--- src/rtl/bp_me_uce_mem_arbiter_pkg.sv ---
// Shared types for the UCE memory arbiter: the memory message layout,
// its flat width, and the source id used to tag outstanding commands.
package bp_me_uce_mem_arbiter_pkg;

    localparam int paddr_width_p  = 40;
    localparam int lce_id_width_p = 4;
    localparam int data_width_p   = 64;

    typedef enum logic [3:0] {
        e_mem_msg_rd    = 4'h0,
        e_mem_msg_wr    = 4'h1,
        e_mem_msg_uc_rd = 4'h2,
        e_mem_msg_uc_wr = 4'h3
    } bp_mem_msg_e;

    typedef enum logic [2:0] {
        e_mem_msg_size_1  = 3'h0,
        e_mem_msg_size_2  = 3'h1,
        e_mem_msg_size_4  = 3'h2,
        e_mem_msg_size_8  = 3'h3,
        e_mem_msg_size_16 = 3'h4,
        e_mem_msg_size_32 = 3'h5,
        e_mem_msg_size_64 = 3'h6
    } bp_mem_msg_size_e;

    typedef struct packed {
        bp_mem_msg_e                msg_type;
        logic [paddr_width_p-1:0]   addr;
        bp_mem_msg_size_e           size;
        logic [lce_id_width_p-1:0]  lce_id;
        logic [data_width_p-1:0]    data;
    } bp_cce_mem_msg_s;

    localparam int cce_mem_msg_width_lp = $bits(bp_cce_mem_msg_s);

    typedef enum logic {
        e_src_icache = 1'b0,
        e_src_dcache = 1'b1
    } bp_me_uce_src_e;

endpackage

--- src/rtl/bp_me_uce_mem_arbiter_fifo.sv ---
// Small circular FIFO with valid/ready input and valid/yumi output.
// Ports: clk_i, reset_i (sync, high); data_i/v_i/ready_o in; data_o/v_o/yumi_i out.
// ready_o depends only on occupancy, so a full FIFO refuses an enqueue
// even in a cycle where it also dequeues.
module bp_me_uce_mem_arbiter_fifo #(
    parameter int width_p = 8,
    parameter int els_p   = 2
) (
    input  logic               clk_i,
    input  logic               reset_i,
    input  logic [width_p-1:0] data_i,
    input  logic               v_i,
    output logic               ready_o,
    output logic [width_p-1:0] data_o,
    output logic               v_o,
    input  logic               yumi_i
);

    localparam int ptr_w_lp = (els_p > 1) ? $clog2(els_p) : 1;
    localparam int cnt_w_lp = $clog2(els_p + 1);

    logic [width_p-1:0]  mem_q [els_p];
    logic [ptr_w_lp-1:0] rptr_q, rptr_d;
    logic [ptr_w_lp-1:0] wptr_q, wptr_d;
    logic [cnt_w_lp-1:0] cnt_q, cnt_d;
    logic                enq, deq;

    function automatic logic [ptr_w_lp-1:0] ptr_inc(input logic [ptr_w_lp-1:0] p);
        return (p == ptr_w_lp'(els_p - 1)) ? '0 : p + ptr_w_lp'(1);
    endfunction

    assign ready_o = (cnt_q != cnt_w_lp'(els_p));
    assign v_o     = (cnt_q != '0);
    assign data_o  = mem_q[rptr_q];
    assign enq     = v_i & ready_o;
    assign deq     = yumi_i & v_o;

    always_comb begin
        rptr_d = deq ? ptr_inc(rptr_q) : rptr_q;
        wptr_d = enq ? ptr_inc(wptr_q) : wptr_q;
        cnt_d  = cnt_q;
        if (enq & ~deq) begin
            cnt_d = cnt_q + cnt_w_lp'(1);
        end else if (deq & ~enq) begin
            cnt_d = cnt_q - cnt_w_lp'(1);
        end
    end

    always_ff @(posedge clk_i) begin
        if (reset_i) begin
            rptr_q <= '0;
            wptr_q <= '0;
            cnt_q  <= '0;
        end else begin
            rptr_q <= rptr_d;
            wptr_q <= wptr_d;
            cnt_q  <= cnt_d;
        end
    end

    always_ff @(posedge clk_i) begin
        if (enq) begin
            mem_q[wptr_q] <= data_i;
        end
    end

endmodule

--- src/rtl/bp_me_uce_mem_arbiter.sv ---
// Merges I$ and D$ UCE mem_cmd streams onto one memory port and routes
// each in-order mem_resp back to its issuer using a tag FIFO.
// Ports: clk_i, reset_i (sync, high);
//   {icache,dcache}_mem_cmd_{i,v_i,ready_o}   UCE command inputs
//   {icache,dcache}_mem_resp_{o,v_o,yumi_i}   UCE response outputs
//   mem_cmd_{o,v_o,ready_i}                   merged command to memory
//   mem_resp_{i,v_i,yumi_o}                   memory response
module bp_me_uce_mem_arbiter
    import bp_me_uce_mem_arbiter_pkg::*;
#(
    parameter int outstanding_p = 4
) (
    input  logic                            clk_i,
    input  logic                            reset_i,

    input  logic [cce_mem_msg_width_lp-1:0] icache_mem_cmd_i,
    input  logic                            icache_mem_cmd_v_i,
    output logic                            icache_mem_cmd_ready_o,
    output logic [cce_mem_msg_width_lp-1:0] icache_mem_resp_o,
    output logic                            icache_mem_resp_v_o,
    input  logic                            icache_mem_resp_yumi_i,

    input  logic [cce_mem_msg_width_lp-1:0] dcache_mem_cmd_i,
    input  logic                            dcache_mem_cmd_v_i,
    output logic                            dcache_mem_cmd_ready_o,
    output logic [cce_mem_msg_width_lp-1:0] dcache_mem_resp_o,
    output logic                            dcache_mem_resp_v_o,
    input  logic                            dcache_mem_resp_yumi_i,

    output logic [cce_mem_msg_width_lp-1:0] mem_cmd_o,
    output logic                            mem_cmd_v_o,
    input  logic                            mem_cmd_ready_i,

    input  logic [cce_mem_msg_width_lp-1:0] mem_resp_i,
    input  logic                            mem_resp_v_i,
    output logic                            mem_resp_yumi_o
);

    logic [cce_mem_msg_width_lp-1:0] i_data, d_data;
    logic            i_v, i_rdy, i_yumi;
    logic            d_v, d_rdy, d_yumi;
    logic            tag_v, tag_rdy, tag_head, tag_din;
    logic            cand_v, grant, resp_live;
    bp_me_uce_src_e  cand_src, head_src;
    bp_me_uce_src_e  rr_q, rr_d;

    bp_me_uce_mem_arbiter_fifo #(
        .width_p (cce_mem_msg_width_lp),
        .els_p   (2)
    ) i_buf (
        .clk_i   (clk_i),
        .reset_i (reset_i),
        .data_i  (icache_mem_cmd_i),
        .v_i     (icache_mem_cmd_v_i),
        .ready_o (i_rdy),
        .data_o  (i_data),
        .v_o     (i_v),
        .yumi_i  (i_yumi)
    );

    bp_me_uce_mem_arbiter_fifo #(
        .width_p (cce_mem_msg_width_lp),
        .els_p   (2)
    ) d_buf (
        .clk_i   (clk_i),
        .reset_i (reset_i),
        .data_i  (dcache_mem_cmd_i),
        .v_i     (dcache_mem_cmd_v_i),
        .ready_o (d_rdy),
        .data_o  (d_data),
        .v_o     (d_v),
        .yumi_i  (d_yumi)
    );

    // Ready is occupancy-only, held low while reset is asserted.
    assign icache_mem_cmd_ready_o = i_rdy & ~reset_i;
    assign dcache_mem_cmd_ready_o = d_rdy & ~reset_i;

    always_comb begin
        cand_v   = i_v | d_v;
        cand_src = e_src_icache;
        if (i_v & d_v) begin
            cand_src = rr_q;
        end else if (d_v) begin
            cand_src = e_src_dcache;
        end
    end

    assign mem_cmd_v_o = cand_v & tag_rdy & ~reset_i;
    assign mem_cmd_o   = (cand_src == e_src_dcache) ? d_data : i_data;
    assign grant       = mem_cmd_v_o & mem_cmd_ready_i;
    assign i_yumi      = grant & (cand_src == e_src_icache);
    assign d_yumi      = grant & (cand_src == e_src_dcache);
    assign tag_din     = (cand_src == e_src_dcache);

    // Priority passes to the other source after every grant.
    always_comb begin
        rr_d = rr_q;
        if (grant) begin
            rr_d = (cand_src == e_src_icache) ? e_src_dcache : e_src_icache;
        end
    end

    always_ff @(posedge clk_i) begin
        if (reset_i) begin
            rr_q <= e_src_icache;
        end else begin
            rr_q <= rr_d;
        end
    end

    bp_me_uce_mem_arbiter_fifo #(
        .width_p (1),
        .els_p   (outstanding_p)
    ) tag_fifo (
        .clk_i   (clk_i),
        .reset_i (reset_i),
        .data_i  (tag_din),
        .v_i     (grant),
        .ready_o (tag_rdy),
        .data_o  (tag_head),
        .v_o     (tag_v),
        .yumi_i  (mem_resp_yumi_o)
    );

    assign head_src  = bp_me_uce_src_e'(tag_head);
    assign resp_live = mem_resp_v_i & tag_v & ~reset_i;

    assign icache_mem_resp_o   = mem_resp_i;
    assign dcache_mem_resp_o   = mem_resp_i;
    assign icache_mem_resp_v_o = resp_live & (head_src == e_src_icache);
    assign dcache_mem_resp_v_o = resp_live & (head_src == e_src_dcache);

    // Only the head source's yumi can retire the response.
    assign mem_resp_yumi_o = (icache_mem_resp_v_o & icache_mem_resp_yumi_i)
                           | (dcache_mem_resp_v_o & dcache_mem_resp_yumi_i);

`ifndef SYNTHESIS
    always_ff @(posedge clk_i) begin
        if (!reset_i) begin
            assert (!(mem_resp_v_i && !tag_v))
                else $error("mem_resp_v_i with no outstanding command");
            assert (!(icache_mem_resp_yumi_i && !icache_mem_resp_v_o))
                else $error("icache yumi while not head");
            assert (!(dcache_mem_resp_yumi_i && !dcache_mem_resp_v_o))
                else $error("dcache yumi while not head");
            assert (!(icache_mem_cmd_v_i && !icache_mem_cmd_ready_o))
                else $error("icache cmd valid while not ready");
            assert (!(dcache_mem_cmd_v_i && !dcache_mem_cmd_ready_o))
                else $error("dcache cmd valid while not ready");
        end
    end
`endif

endmodule

--- config.mk ---
export PLATFORM = sky130hd
export DESIGN_NAME = bp_me_uce_mem_arbiter
export DESIGN_NICKNAME = d
export VERILOG_FILES = /design/src/rtl/bp_me_uce_mem_arbiter_pkg.sv /design/src/rtl/bp_me_uce_mem_arbiter_fifo.sv /design/src/rtl/bp_me_uce_mem_arbiter.sv
export SDC_FILE = /design/constraint.sdc
export NUM_CORES = 1
export LEC_CHECK = 0
export CORE_AREA = 2 2 273 275
export CTS_BUF_LIST = sky130_fd_sc_hd__clkbuf_4
export CTS_CLUSTER_DIAMETER = 50
export DETAILED_ROUTE_END_ITERATION = 12
export DIE_AREA = 0 0 275 277
export PLACE_DENSITY = 0.63
export SETUP_SLACK_MARGIN = 0.02
export SYNTH_ARGS = -nofsm -noshare
export SYNTH_HDL_FRONTEND = slang
export SYNTH_HIERARCHICAL = 1
export SYNTH_SLANG_ARGS = --single-unit
--- constraint.sdc ---
create_clock -name clk_i -period 4.3 [get_ports clk_i]
set_clock_uncertainty 0.1 [all_clocks]
set_input_delay 1.075 -clock clk_i [delete_from_list [all_inputs] [get_ports clk_i]]
set_output_delay 1.075 -clock clk_i [all_outputs]
set_load 0.02 [all_outputs]
---- Word level (Yosys, flattened, before mapping) ----
Memory sizes are Yosys's and may differ from the RTL's. A register that Yosys moved wholly into a read port is not among the register bits.
Cells that the tools add are included.
word-level totals
  bits in registers ....................... 16
  latch bits .............................. 0
  memory bits (writable) .................. 464
  memory bits (read-only) ................. 0
  input bits .............................. 353
  output and inout port bits .............. 351
  word-level logic and storage cells ...... 101
  memories ................................ 3
operators by class
  add/sub/neg operators ................... 12
  $mul .................................... 0
  div/mod/pow operators ................... 0
  $lt $le $gt $ge ......................... 0
  equality and inequality tests ........... 5
  shift operators ......................... 0
  mux-type cells .......................... 28
  bitwise gates (word level) .............. 37
  reductions and logical operators ........ 6
memory list
  memory          depth  width  read ports  clocked after Yosys merged registers in  write ports  RTL line                          RTL
  d_buf.mem_q     2      115    1           1                                        1            bp_me_uce_mem_arbiter_fifo.sv:22  logic [width_p-1:0] mem_q [els_p];
  i_buf.mem_q     2      115    1           1                                        1            bp_me_uce_mem_arbiter_fifo.sv:22
  tag_fifo.mem_q  4      1      1           1                                        1            bp_me_uce_mem_arbiter_fifo.sv:22
operators with widths
  operator                                                             count
  115-bit 2-to-1 mux                                                   1
  1-bit bitwise AND                                                    26
  1-bit 2-to-1 mux                                                     17
  2-bit 2-to-1 mux                                                     8
  2-bit nonzero test                                                   5
  1-bit inverter                                                       9
  2-bit by 1-bit adder with 2-bit output (second input constant)       4
  3-bit 2-to-1 mux                                                     2
  1-bit adder (second input constant)                                  4
  2-bit equality test (second input constant)                          2
  2-bit inequality test (second input constant)                        2
  2-bit by 1-bit subtractor with 2-bit output (second input constant)  2
  3-bit by 1-bit adder with 3-bit output (second input constant)       1
  3-bit inequality test (second input constant)                        1
  3-bit nonzero test                                                   1
  3-bit by 1-bit subtractor with 3-bit output (second input constant)  1
  1-bit bitwise OR                                                     2

---- Longest topological paths before layout ----
  depth in word-level cells ............... 10
  depth in mapped cells ................... 11
  depth with buffers taken out ............ 10

---- By module ----
The synthesis kept the hierarchy.
by module, submodules not included
  module                                   times used  cells an instance  area an instance (um^2)  sequential area each (um^2)
  bp_me_uce_mem_arbiter_fifo at d_buf ...  2           382                8,720.9                  7,006.7
  bp_me_uce_mem_arbiter                    1           380                3,248.1                  20.0
  bp_me_uce_mem_arbiter_fifo at tag_fifo   1           53                 626.9                    300.3

---- Least setup slack after synthesis ----
OpenSTA, ideal clock, no wires.
  path kind ............................... input port to flip-flop
  start ................................... in dcache_mem_cmd_v_i
  end ..................................... mem d_buf/mem_q[1][0] (netlist name), enable pin
  library setup time ...................... 488 ps
  arrival ................................. 3,779 ps
  required time ........................... 3,712 ps
  setup slack ............................. -67 ps
  stages on the path ...................... 1
  path buffers ............................ 0
  path through ............................ and3_1
on the way
  longest elaborated chain between the ends .. 3
ends and longest elaborated chain
  element                                 RTL line                          RTL
  from (decl)                             bp_me_uce_mem_arbiter.sv:24       input logic dcache_mem_cmd_v_i,
  1-bit bitwise AND                       bp_me_uce_mem_arbiter_fifo.sv:35  assign enq = v_i & ready_o;
  1-bit 2-to-1 mux                        bp_me_uce_mem_arbiter_fifo.sv:62  if (enq) begin
  1-bit 2-to-1 mux (not written as such)  bp_me_uce_mem_arbiter_fifo.sv:63  mem_q[wptr_q] <= data_i;
  to (decl)                               bp_me_uce_mem_arbiter_fifo.sv:22
Every way passes these cells.

---- Worst setup path after layout ----
  start ................................... reg d_buf.cnt_q[1]
  end ..................................... out mem_cmd_o[64]
on the way
  longest elaborated chain between the ends .. 4
  elaborated cells on any way between the ends .. 5
  those cells by class .................... mux: 3; bitwise: 1; reduce/logical: 1
ends and longest elaborated chain
  element                                                       RTL line                                                  RTL
  from (decl)                                                   bp_me_uce_mem_arbiter_fifo.sv:25                          logic [cnt_w_lp-1:0] cnt_q, cnt_d;
  from (signal assigned)                                        bp_me_uce_mem_arbiter_fifo.sv:57                          cnt_q <= cnt_d;
  2-bit nonzero test (*)                                        bp_me_uce_mem_arbiter_fifo.sv:33                          assign v_o = (cnt_q != '0);
  via d_v                                                       bp_me_uce_mem_arbiter.sv:41                               logic d_v, d_rdy, d_yumi;
  1-bit 2-to-1 mux / 1-bit bitwise AND (equally long branches)  bp_me_uce_mem_arbiter.sv:84, bp_me_uce_mem_arbiter.sv:82
  1-bit 2-to-1 mux (*)                                          bp_me_uce_mem_arbiter.sv:82                               if (i_v & d_v) begin
  115-bit 2-to-1 mux (*)                                        bp_me_uce_mem_arbiter.sv:90                               assign mem_cmd_o = (cand_src == e_src_dcache) ? d_data : i_data;
  to (decl)                                                     bp_me_uce_mem_arbiter.sv:30                               output logic [cce_mem_msg_width_lp-1:0] mem_cmd_o,
The timed path passes the listed nets; every way through them passes the cells marked *.

==> metrics <==
status=complete, no violations; CP required=3.12 ns; core area=73600 sq um; type of origin of the critical path=flop; Hold Crit Depth=2; synth unique cells=40; commonest non-fill, non-tap cell in the layout=edfxtp_1; routed vias=11100; Iter 0 DRT Violations=414; minimum clock period after layout=4.06 ns; Die Wd=275 um; mux cell area share after synthesis=20.3%; clk sinks=484; switching power=4.22 mW; CP cell instances=or2_2, o21ai_4, buf_12, buf_16, mux2_2, dlygate4sd2_1; gr usage total=roughly 16%; Routed WL per cell=24.0 um; Int Power=9.84 mW; die area=76200 sq um; cells after synthesis=1197; Slew @ Worst Pin=0.660 ns; fin util=~36%; fin. max-slew vios=0; Setup TNS=0 ns; most frequent cells in the layout=edfxtp_1 (464), clkdlybuf4s50_1 (243), mux2_2 (217), clkbuf_4 (195), dlygate4sd2_1 (115); Initial Util=29.0%; RSZ-0062 raised after global routing=no; syn_nets=1559; leakage=around 9.3 nW; Switching Fraction=30.0%; worst setup path start=d_buf/cnt_q[1]; sequential-to-total area share from yosys stat=67.2%; mapped cell area=approximately 21000 sq um; synthesized-area fraction occupied by adder cells=less than 1%; CTS buffer count=roughly 130; min-delay src=d_buf/rptr_q; Root Driver=clkbuf_4; Hold Path Class=flop to flop; Setup CP Type=flop to primary output; Clk Latency, worst-skew pair=0.92 ns; IO Port Bufs=about 360; Slew HR=56.0%; largest net degree at the start of global routing=59; Synth Area in Compound Gates=less than 1%; simple-gate area share of the yosys netlist=1.33%; setup violators final=0; Syn Area/Cell=17.8 sq um; period utilization=94.4%; gp weighted congestion=0.801; R2R cell count=10; Synth Register Bits=484; slowest cell on the critical path=mux2_2; First-pass DRT Iterations=5; CTS Buffer Depth=3; Residual DRC=0; Reg power frac=42.3%; ys async rst share=0%; layout net count=1816; # IOs=704; final WL=60.7 mm; Max VDD drop=about 290 uV; antenna viol nets, final=0; Crit path largest cell delay=roughly 0.38 ns; area grow syn2layout=23.0%; row cnt=100; Worst Path Max Fanout=39; Setup crit end kind=primary output; H-Tree Depth=4; number of fillers in the final layout=between 6000 and 7000; Max Cap Violations=0; first-pass GRT wire length=between 80 and 90 mm; Die Y=277 um; number of synthesized flops with an enable pin=464; initial antenna violation count=11; Via-to-Cell Ratio=4.41; YS warnings=6; P per Cell Area=536 nW/um^2; fmax=0.246 GHz; Worst EP arrival=slightly below 3 ns; R2R Path Start=tag_fifo/mem_q[3]; vias in the first global route=12200; Synth Area in XOR/XNOR=0.329%; Final Hold Viols=0; largest family of logic cells by synthesized area=multiplexers; Reg clk slew, reported paths=around 0.070 ns; Top FF cell, synth=edfxtp_1; TritonCTS clock tree=yes; layout cells sized above 1=37.9%; detailed-placement wirelength estimate=41.6 mm; combinational power share=28.9%; setup slack, reg-to-reg=1.28 ns; grt ovf=0; clock share of power=28.9%
[cell usage after synthesis (2+ instances only)]
library cell	count	area, sq um
buf_2	20	100
and3_2	4	30.0
mux2i_1	4	40.0
nor2b_1	2	12.5
edfxtp_1	464	13900
nor2_1	14	52.6
inv_1	7	26.3
ha_1	8	100
a21bo_2	2	20.0
mux2_2	217	2440
a21oi_1	6	30.0
or3_2	2	15.0
or3_1	3	18.8
mux2_4	100	1500
buf_4	230	1730
o21ai_0	5	25.0
nand2_1	4	15.0
and3_1	2	12.5
nand3b_1	3	22.5
or2_2	2	12.5
xor2_1	8	70.1
buf_6	18	203
nand2b_1	4	25.0
nor3_1	5	25.0
and2_1	2	12.5
dfxtp_1	20	400
mux2_1	28	315
[area by class of cell]
cell class                 count  area, sq um  share of cell area (%)
tap                          969         1210                    4.62
sequential                   484        14300                    54.7
clock inverter                34          220                   0.840
inverter                       8         35.0                   0.134
clock buffer                 195         1460                    5.58
antenna                        9         22.5                  0.0859
multi-input combinational    435         4920                    18.8
timing repair buffer         391         4000                    15.3
[worst paths after layout]
kind | end
worst max-delay path | mem_cmd_o[64]
worst min-delay path | flop
worst max register to register | tag_fifo/cnt_q[2]
worst min register to register | flop
[sequential cells by signal (all words and copies together), names as in the netlist, named ones only]
signal / count
tag_fifo/mem_q: 4
d_buf/rptr_q: 1
d_buf/mem_q: 230
i_buf/rptr_q: 1
i_buf/mem_q: 230
rr_q: 1
tag_fifo/wptr_q: 2
tag_fifo/cnt_q: 3
i_buf/wptr_q: 1
i_buf/cnt_q: 2
tag_fifo/rptr_q: 2
d_buf/wptr_q: 1
d_buf/cnt_q: 2
[power groups by stage]
stage	combinational, mW	clock (mW)	sequential [mW]
final	4.06	4.06	5.94
after global routing	4.31	4.47	5.99
after CTS	4.13	4.24	5.95
after detailed placement	4.24	0	6.05
after global placement	4.21	0	6.02
after floorplan	2.74	0	6.04
[logic make-up after synthesis]
kind of cell	after synthesis
buffers and inverters	278
adders and majority gates	9
xor gates and xnor gates	8
and+or+nand+nor	51
AOI/OAI and AO/OA	17
muxes	350
DFF	484
[what timing repair did]
| item | CTS | global route |
|---|---|---|
| setup endpoints to repair | 115 | 43 |
| buffers inserted | 7 | 0 |
| pin swaps | 1 | 0 |
| hold buffers | 0 | 0 |
| gates resized for setup | 120 | 2 |
| gates cloned | 4 | 0 |
[stage by stage]
| stage | total power [mW] | setup slack [ns] | area [sq um] | std cells | hold WS [ns] |
|---|---|---|---|---|---|
| 2_1_floorplan | 8.78 | 0.332 | 21300 | 1197 | 0.364 |
| 3_3_place_gp | 10.2 | 0.513 | 24400 | 2276 | 0.385 |
| 3_5_place_dp | 10.3 | 0.501 | 24400 | 2276 | 0.386 |
| 4_1_cts | 14.3 | 0.0329 | 26200 | 2516 | 0.411 |
| 5_1_grt | 14.8 | 0.0216 | 26200 | 2523 | 0.442 |
| 6_report | 14.1 | 0.240 | 26200 | 2525 | 0.406 |
[worst max-delay path, delay by kind of cell, from the launching register on]
kind                   cells  cell delay [ns]
AO/OA/AOI/OAI              1             0.09
flip-flops                 1             0.34
AND/OR/NAND/NOR            1             0.35
buffers and inverters      3             0.71
multiplexers               1             0.38
[routing by layer]
metal | track usage (%) | part of all wire, %
met5 | 1.41 | 0.18
met2 | 26.4 | 50
met1 | 14.3 | 32
met4 | 7.03 | 2.8
met3 | 10.2 | 14
Note: power is estimated with default switching activity, not from simulation.
